## src/rtl/bool_sweep_pkg.sv

```systemverilog
// ---------------------------------------------------------------------------
// bool_sweep_pkg
// Shared definitions for the boolean truth-table sweep controller:
//   - sweep_state_e : controller FSM states
//   - NUM_VECTORS   : number of input vectors in a 4-input sweep
//   - IDX_W         : width of the vector index / abcd drive
//   - LAST_IDX      : index of the final vector in a sweep
//   - is_busy_state : decode of the states in which a sweep is running
//   - bit_differs   : single-bit compare of a captured value with golden
// ---------------------------------------------------------------------------
package bool_sweep_pkg;

   localparam int NUM_VECTORS = 16;
   localparam int IDX_W       = 4;

   localparam logic [IDX_W-1:0] LAST_IDX = 4'd15;

   typedef enum logic [1:0] {
      ST_IDLE   = 2'b00,
      ST_SETTLE = 2'b01,
      ST_SAMPLE = 2'b10,
      ST_DONE   = 2'b11
   } sweep_state_e;

   function automatic logic is_busy_state(input sweep_state_e st);
      return (st == ST_SETTLE) || (st == ST_SAMPLE);
   endfunction

   function automatic logic bit_differs(input logic captured, input logic golden);
      return captured ^ golden;
   endfunction

endpackage

```

## src/rtl/bool_sweep_ctrl_settle_timer.sv

```systemverilog
// ---------------------------------------------------------------------------
// settle_timer
// Down-counter that times how long an input vector is held before sampling.
//   clk      : clock
//   rst_n    : asynchronous active-low reset (count -> 0)
//   load     : load count_r with load_val (has priority over tick)
//   load_val : value loaded on load
//   tick     : decrement by one, saturating at zero
//   zero     : high while the count is zero
// ---------------------------------------------------------------------------
module settle_timer #(
   parameter int CNT_W = 4
) (
   input  logic             clk,
   input  logic             rst_n,
   input  logic             load,
   input  logic [CNT_W-1:0] load_val,
   input  logic             tick,
   output logic             zero
);

   logic [CNT_W-1:0] count_r;

   // Countdown register: load wins over tick, never wraps below zero.
   always_ff @(posedge clk or negedge rst_n) begin
      if (!rst_n) begin
         count_r <= '0;
      end else if (load) begin
         count_r <= load_val;
      end else if (tick && (count_r != '0)) begin
         count_r <= count_r - 1'b1;
      end else begin
         count_r <= count_r;
      end
   end

   assign zero = (count_r == '0);

endmodule

```

## src/rtl/bool_sweep_ctrl.sv

```systemverilog
// ---------------------------------------------------------------------------
// bool_sweep_ctrl
// Drives all 16 input vectors into a 4-input boolean block, waits
// SETTLE_CYCLES per vector, captures F into a truth table and compares it
// against a golden table.
//   clk         : clock, all state updates on the rising edge
//   rst_n       : asynchronous active-low reset
//   start       : request a sweep (only honoured in IDLE, abort has priority)
//   abort       : stop a running sweep, partial results are kept
//   expected    : golden truth table, bit i = expected F for vector i
//   f_in        : F output of the block under sweep
//   abcd        : vector driven to the block (bit3=A .. bit0=D)
//   busy        : sweep in progress (SETTLE or SAMPLE)
//   done        : one-cycle pulse at sweep completion
//   truth_table : captured F, bit i = F for vector i
//   mismatch    : sticky, some captured bit differed from expected
//   first_fail  : lowest mismatching vector index (valid with mismatch)
// ---------------------------------------------------------------------------
module bool_sweep_ctrl
   import bool_sweep_pkg::*;
#(
   parameter int SETTLE_CYCLES = 1
) (
   input  logic                   clk,
   input  logic                   rst_n,
   input  logic                   start,
   input  logic                   abort,
   input  logic [NUM_VECTORS-1:0] expected,
   input  logic                   f_in,
   output logic [IDX_W-1:0]       abcd,
   output logic                   busy,
   output logic                   done,
   output logic [NUM_VECTORS-1:0] truth_table,
   output logic                   mismatch,
   output logic [IDX_W-1:0]       first_fail
);

   // The timer reaches zero after LOAD_VAL ticks, so SETTLE spans
   // exactly SETTLE_CYCLES cycles including the cycle it is entered in.
   localparam logic [IDX_W-1:0] LOAD_VAL = IDX_W'(SETTLE_CYCLES - 1);

   sweep_state_e           state_r;
   sweep_state_e           state_s;
   logic [IDX_W-1:0]       idx_r;
   logic                   busy_r;
   logic                   done_r;
   logic [NUM_VECTORS-1:0] tt_r;
   logic                   mm_r;
   logic [IDX_W-1:0]       ff_r;

   logic                   accept_s;
   logic                   advance_s;
   logic                   capture_s;
   logic                   load_s;
   logic                   tick_s;
   logic                   zero_s;

   settle_timer #(
      .CNT_W (IDX_W)
   ) u_settle_timer (
      .clk      (clk),
      .rst_n    (rst_n),
      .load     (load_s),
      .load_val (LOAD_VAL),
      .tick     (tick_s),
      .zero     (zero_s)
   );

   // Next-state and control decode for the sweep FSM.
   always_comb begin
      state_s   = state_r;
      accept_s  = 1'b0;
      advance_s = 1'b0;
      capture_s = 1'b0;
      load_s    = 1'b0;
      tick_s    = 1'b0;
      case (state_r)
         ST_IDLE: begin
            if (start && !abort) begin
               state_s  = ST_SETTLE;
               accept_s = 1'b1;
               load_s   = 1'b1;
            end else begin
               state_s  = ST_IDLE;
            end
         end
         ST_SETTLE: begin
            if (abort) begin
               state_s = ST_IDLE;
            end else if (zero_s) begin
               state_s = ST_SAMPLE;
            end else begin
               state_s = ST_SETTLE;
               tick_s  = 1'b1;
            end
         end
         ST_SAMPLE: begin
            if (abort) begin
               state_s = ST_IDLE;
            end else begin
               capture_s = 1'b1;
               if (idx_r == LAST_IDX) begin
                  // abcd is left at the last vector rather than wrapping
                  state_s = ST_DONE;
               end else begin
                  state_s   = ST_SETTLE;
                  advance_s = 1'b1;
                  load_s    = 1'b1;
               end
            end
         end
         ST_DONE: begin
            state_s = ST_IDLE;
         end
         default: begin
            state_s = ST_IDLE;
         end
      endcase
   end

   // FSM state plus busy/done, registered from the next state so the
   // outputs line up with the state they describe.
   always_ff @(posedge clk or negedge rst_n) begin
      if (!rst_n) begin
         state_r <= ST_IDLE;
         busy_r  <= 1'b0;
         done_r  <= 1'b0;
      end else begin
         state_r <= state_s;
         busy_r  <= is_busy_state(state_s);
         done_r  <= (state_s == ST_DONE);
      end
   end

   // Vector index; it is also the abcd drive, so it holds in IDLE/DONE.
   always_ff @(posedge clk or negedge rst_n) begin
      if (!rst_n) begin
         idx_r <= '0;
      end else if (accept_s) begin
         idx_r <= '0;
      end else if (advance_s) begin
         idx_r <= idx_r + 1'b1;
      end else begin
         idx_r <= idx_r;
      end
   end

   // Result capture: cleared on an accepted start, otherwise held so
   // partial results survive an abort and final results survive DONE.
   always_ff @(posedge clk or negedge rst_n) begin
      if (!rst_n) begin
         tt_r <= '0;
         mm_r <= 1'b0;
         ff_r <= '0;
      end else if (accept_s) begin
         tt_r <= '0;
         mm_r <= 1'b0;
         ff_r <= '0;
      end else if (capture_s) begin
         tt_r[idx_r] <= f_in;
         if (bit_differs(f_in, expected[idx_r]) && !mm_r) begin
            mm_r <= 1'b1;
            ff_r <= idx_r;
         end else begin
            mm_r <= mm_r;
            ff_r <= ff_r;
         end
      end else begin
         tt_r <= tt_r;
         mm_r <= mm_r;
         ff_r <= ff_r;
      end
   end

   assign abcd        = idx_r;
   assign busy        = busy_r;
   assign done        = done_r;
   assign truth_table = tt_r;
   assign mismatch    = mm_r;
   assign first_fail  = ff_r;

endmodule

```

## config.mk

```make
export PLATFORM = sky130hd
export DESIGN_NAME = bool_sweep_ctrl
export DESIGN_NICKNAME = d
export VERILOG_FILES = /design/src/rtl/bool_sweep_pkg.sv /design/src/rtl/bool_sweep_ctrl_settle_timer.sv /design/src/rtl/bool_sweep_ctrl.sv
export SDC_FILE = /design/constraint.sdc
export NUM_CORES = 1
export LEC_CHECK = 0
export CORE_AREA = 2 2 65 67
export DETAILED_ROUTE_END_ITERATION = 10
export DIE_AREA = 0 0 67 69
export PLACE_DENSITY_LB_ADDON = 0.05
export SYNTH_ARGS = -nofsm -noshare
export SYNTH_HDL_FRONTEND = slang
export SYNTH_SLANG_ARGS = --single-unit
```

## constraint.sdc

```tcl
create_clock -name clk -period 2.2 [get_ports clk]
set_input_delay 0.33 -clock clk [delete_from_list [all_inputs] [get_ports clk]]
set_output_delay 0.33 -clock clk [all_outputs]
set_load 0.01 [all_outputs]
```

==> impl_metrics.yaml <==
synthesis:
  synth-seq-cells: 33
  ys_seq_area_share_pct: 46.12
  synth.cell_area_um2: 1790
  yosys_warnings: 0
  synth_nets: 205
  synth_cell_types: 33
  syn_avg_cell_area_um2: 10.12
  synthCells: 177
worst_setup_path:
  cpMaxStageDelayCell: "dfrtp_1"
  required_ps: 1870
  crit_family: "flip-flops"
  r2r_slack_ps: 290
  path_buf_inv: 1
  start_kind: "flip-flop"
  critical_path.cell_chain: "clkdlybuf4s50_1"
  end_kind: "primary output"
  arrival_ps: 1600
  cp_max_fo: 12
  critPathMaxStageDelay_ps: 670
  path_class: "flip-flop to primary output"
timing:
  setup_tns_ps: 0
  tightest_slew_ps: 531.4
  final-hold-violation-count: 0
  fin_crit_sh_pct: 87.61
  min_period_ps: 1928
  finalMaxSlewViolations: 0
  final-setup-viol-count: 0
  rsz0062_at_grt: "no"
  finalClockSkew_ps: 7.139
  fmax_mhz: 518.8
  relSlewSlack_pct: 64.57
layout:
  antenna_cells: 0
  final_cell_count_no_fill: 281
  drive_gt1_share_pct: 10.39
  seq_area_um2: 825.8
  stdcell_area_um2: 2466
  syn2layout_area_growth_pct: 37.74
  final_common_cell: "clkdlybuf4s50_1"
  fillCellCount: 332
  multiInputGateArea_um2: 912.1
  nNetsFinal: 258
  fin_util_pct: 63.01
  most-common-layout-cells: "47 x clkdlybuf4s50_1, 33 x dfrtp_1, 30 x nor2_1, 28 x mux2i_1, 19 x nand3_1"
floorplanning:
  start_util_pct: 45.75
  die_area_um2: 4623
  row_count: 23
  dieWidth_um: 67
  core_area_um2: 3914
  fp.dieH_um: 69
  io_pins: 48
placed_design:
  placedInstanceArea_um2: 2350
  dp.final_hpwl_um: 3039
  place_inst: 273
  place_congestion: 0.7476
  port_buffers: 47
power:
  vdd_drop_max_mv: 0.3981
  powerDensity_nw_per_um2: 779.6
  power_uw: 1923
  p_leak_uw: 0.001171
clocking:
  cts_num_sinks: 33
  clk_pin_slew_ps: 70
  clk_latency_ps: 290
  cts_root_buffer: "clkbuf_8"
  clock_path_buffers: 2
  cts_max_level: 2
  cts_setup_buffers: 0
  cts-resized-gates: 0
  cts_tree: "yes"
  cts_hold_buf: 0
  cts_buffers: 5
run_status:
  status: "completed"
global_route:
  grt_max_degree: 34
  track_usage_pct: 19.93
  overflow: 0
  grt_pass1_wl_um: 7003
  antenna_found_initial: 0
  grt_pass1_vias: 1550
detailed_routing:
  firstDrtPassIters: 4
  route.detailed.wl_per_inst_um: 14.44
  first_iter_violations: 73
  ant_nets: 0
  vias_per_cell: 5.189
  drc: 0
  num_vias: 1458
  finalWirelength_um: 4058
worst_hold_path:
  hp-class: "input pin to async pin"
run:
  maxCapViolCount: 0
where the power goes:
group	internal, uW	switching, uW	total, uW
sequential	680	85.7	766
clock	369	219	588
combinational	265	304	569
metrics by stage:
| step | setup slack [ps] | hold slack, ps |
|---|---|---|
| 2_1_floorplan | 505.6 | 34.41 |
| 3_3_place_gp | 134.9 | 512.3 |
| 3_5_place_dp | 72.09 | 519.7 |
| 4_1_cts | 226.6 | 464.2 |
| 5_1_grt | 108.5 | 479.4 |
| 6_report | 272.5 | 453.2 |
flip-flops by register name, indices dropped and copies added, names as in the netlist:
name and cells:
u_settle_timer.count_r 4, state_r 2, truth_table 16, busy 1
done 1, abcd 4, mismatch 1, first_fail 4
per-layer routing:
layer,vias up,routed length [um],GRT usage (%)
met3,8,168,5.873
met2,30,2066,33.55
met1,704,1741,23.23
met5,-,0,0
met4,0,81,7.937
li1,716,-,-
final timing paths:
check | startpoint | to | depth (start not counted)
worst max-delay path | abcd[1] | abcd[1] | 1
worst min-delay path | rst_n | first_fail[3] | 2
worst max register to register | abcd[1] | first_fail[1] | 6
worst min register to register | truth_table[10] | truth_table[10] | 2
max in group asynchronous | rst_n | abcd[0] | 2
min in group clk | truth_table[10] | truth_table[10] | 2
synth_stat cells:
| cell | instances | area (um^2) |
|---|---|---|
| or3_1 | 1 | 6.260 |
| mux2i_1 | 28 | 280.3 |
| nor3b_1 | 1 | 7.510 |
| o21ai_0 | 2 | 10.01 |
| nor3_1 | 1 | 5.000 |
| nor4b_1 | 1 | 8.760 |
| xor2_2 | 2 | 32.53 |
| nand3b_1 | 1 | 7.510 |
| nand3_2 | 1 | 10.01 |
| or3_4 | 1 | 11.26 |
| xor2_1 | 1 | 8.760 |
| a311oi_1 | 1 | 8.760 |
| a22oi_2 | 1 | 12.51 |
| nor4_1 | 1 | 6.260 |
| inv_1 | 5 | 18.77 |
| or3b_1 | 1 | 8.760 |
| o22ai_4 | 1 | 20.02 |
| nand4_1 | 5 | 31.28 |
| nor2_1 | 30 | 112.6 |
| nor2b_1 | 3 | 18.77 |
| or2_2 | 1 | 6.260 |
| dfrtp_1 | 33 | 825.8 |
| buf_6 | 1 | 11.26 |
| nand3_1 | 19 | 95.09 |
| a21oi_1 | 3 | 15.01 |
| clkbuf_1 | 5 | 18.77 |
| a22oi_1 | 1 | 7.510 |
| o22ai_1 | 1 | 6.260 |
| nand2_1 | 11 | 41.29 |
| buf_2 | 3 | 15.01 |
| xnor2_1 | 3 | 26.28 |
| ha_1 | 7 | 87.58 |
| a211o_1 | 1 | 8.760 |
area by class of cell:
cell class                 count  area share (%)
timing repair buffer          55           21.51
clock inverter                 1           1.218
sequential                    33           33.49
clock buffer                   7           3.501
multi-input combinational    130           36.99
inverter                       5          0.7610
tap                           50           2.537
kinds of logic (layout without fill, tap and decap cells):
logic type      after synthesis  count (layout)  synth area share, %
simple gates                 78              78                21.04
flops                        33              33                46.12
mux                          28              28                15.65
buf+inv                      14              68                3.564
compound gates               11              11                4.962
fa+ha+maj                     7               7                4.891
xor+xnor                      6               6                3.774
Note: power is estimated with default switching activity, not from simulation.
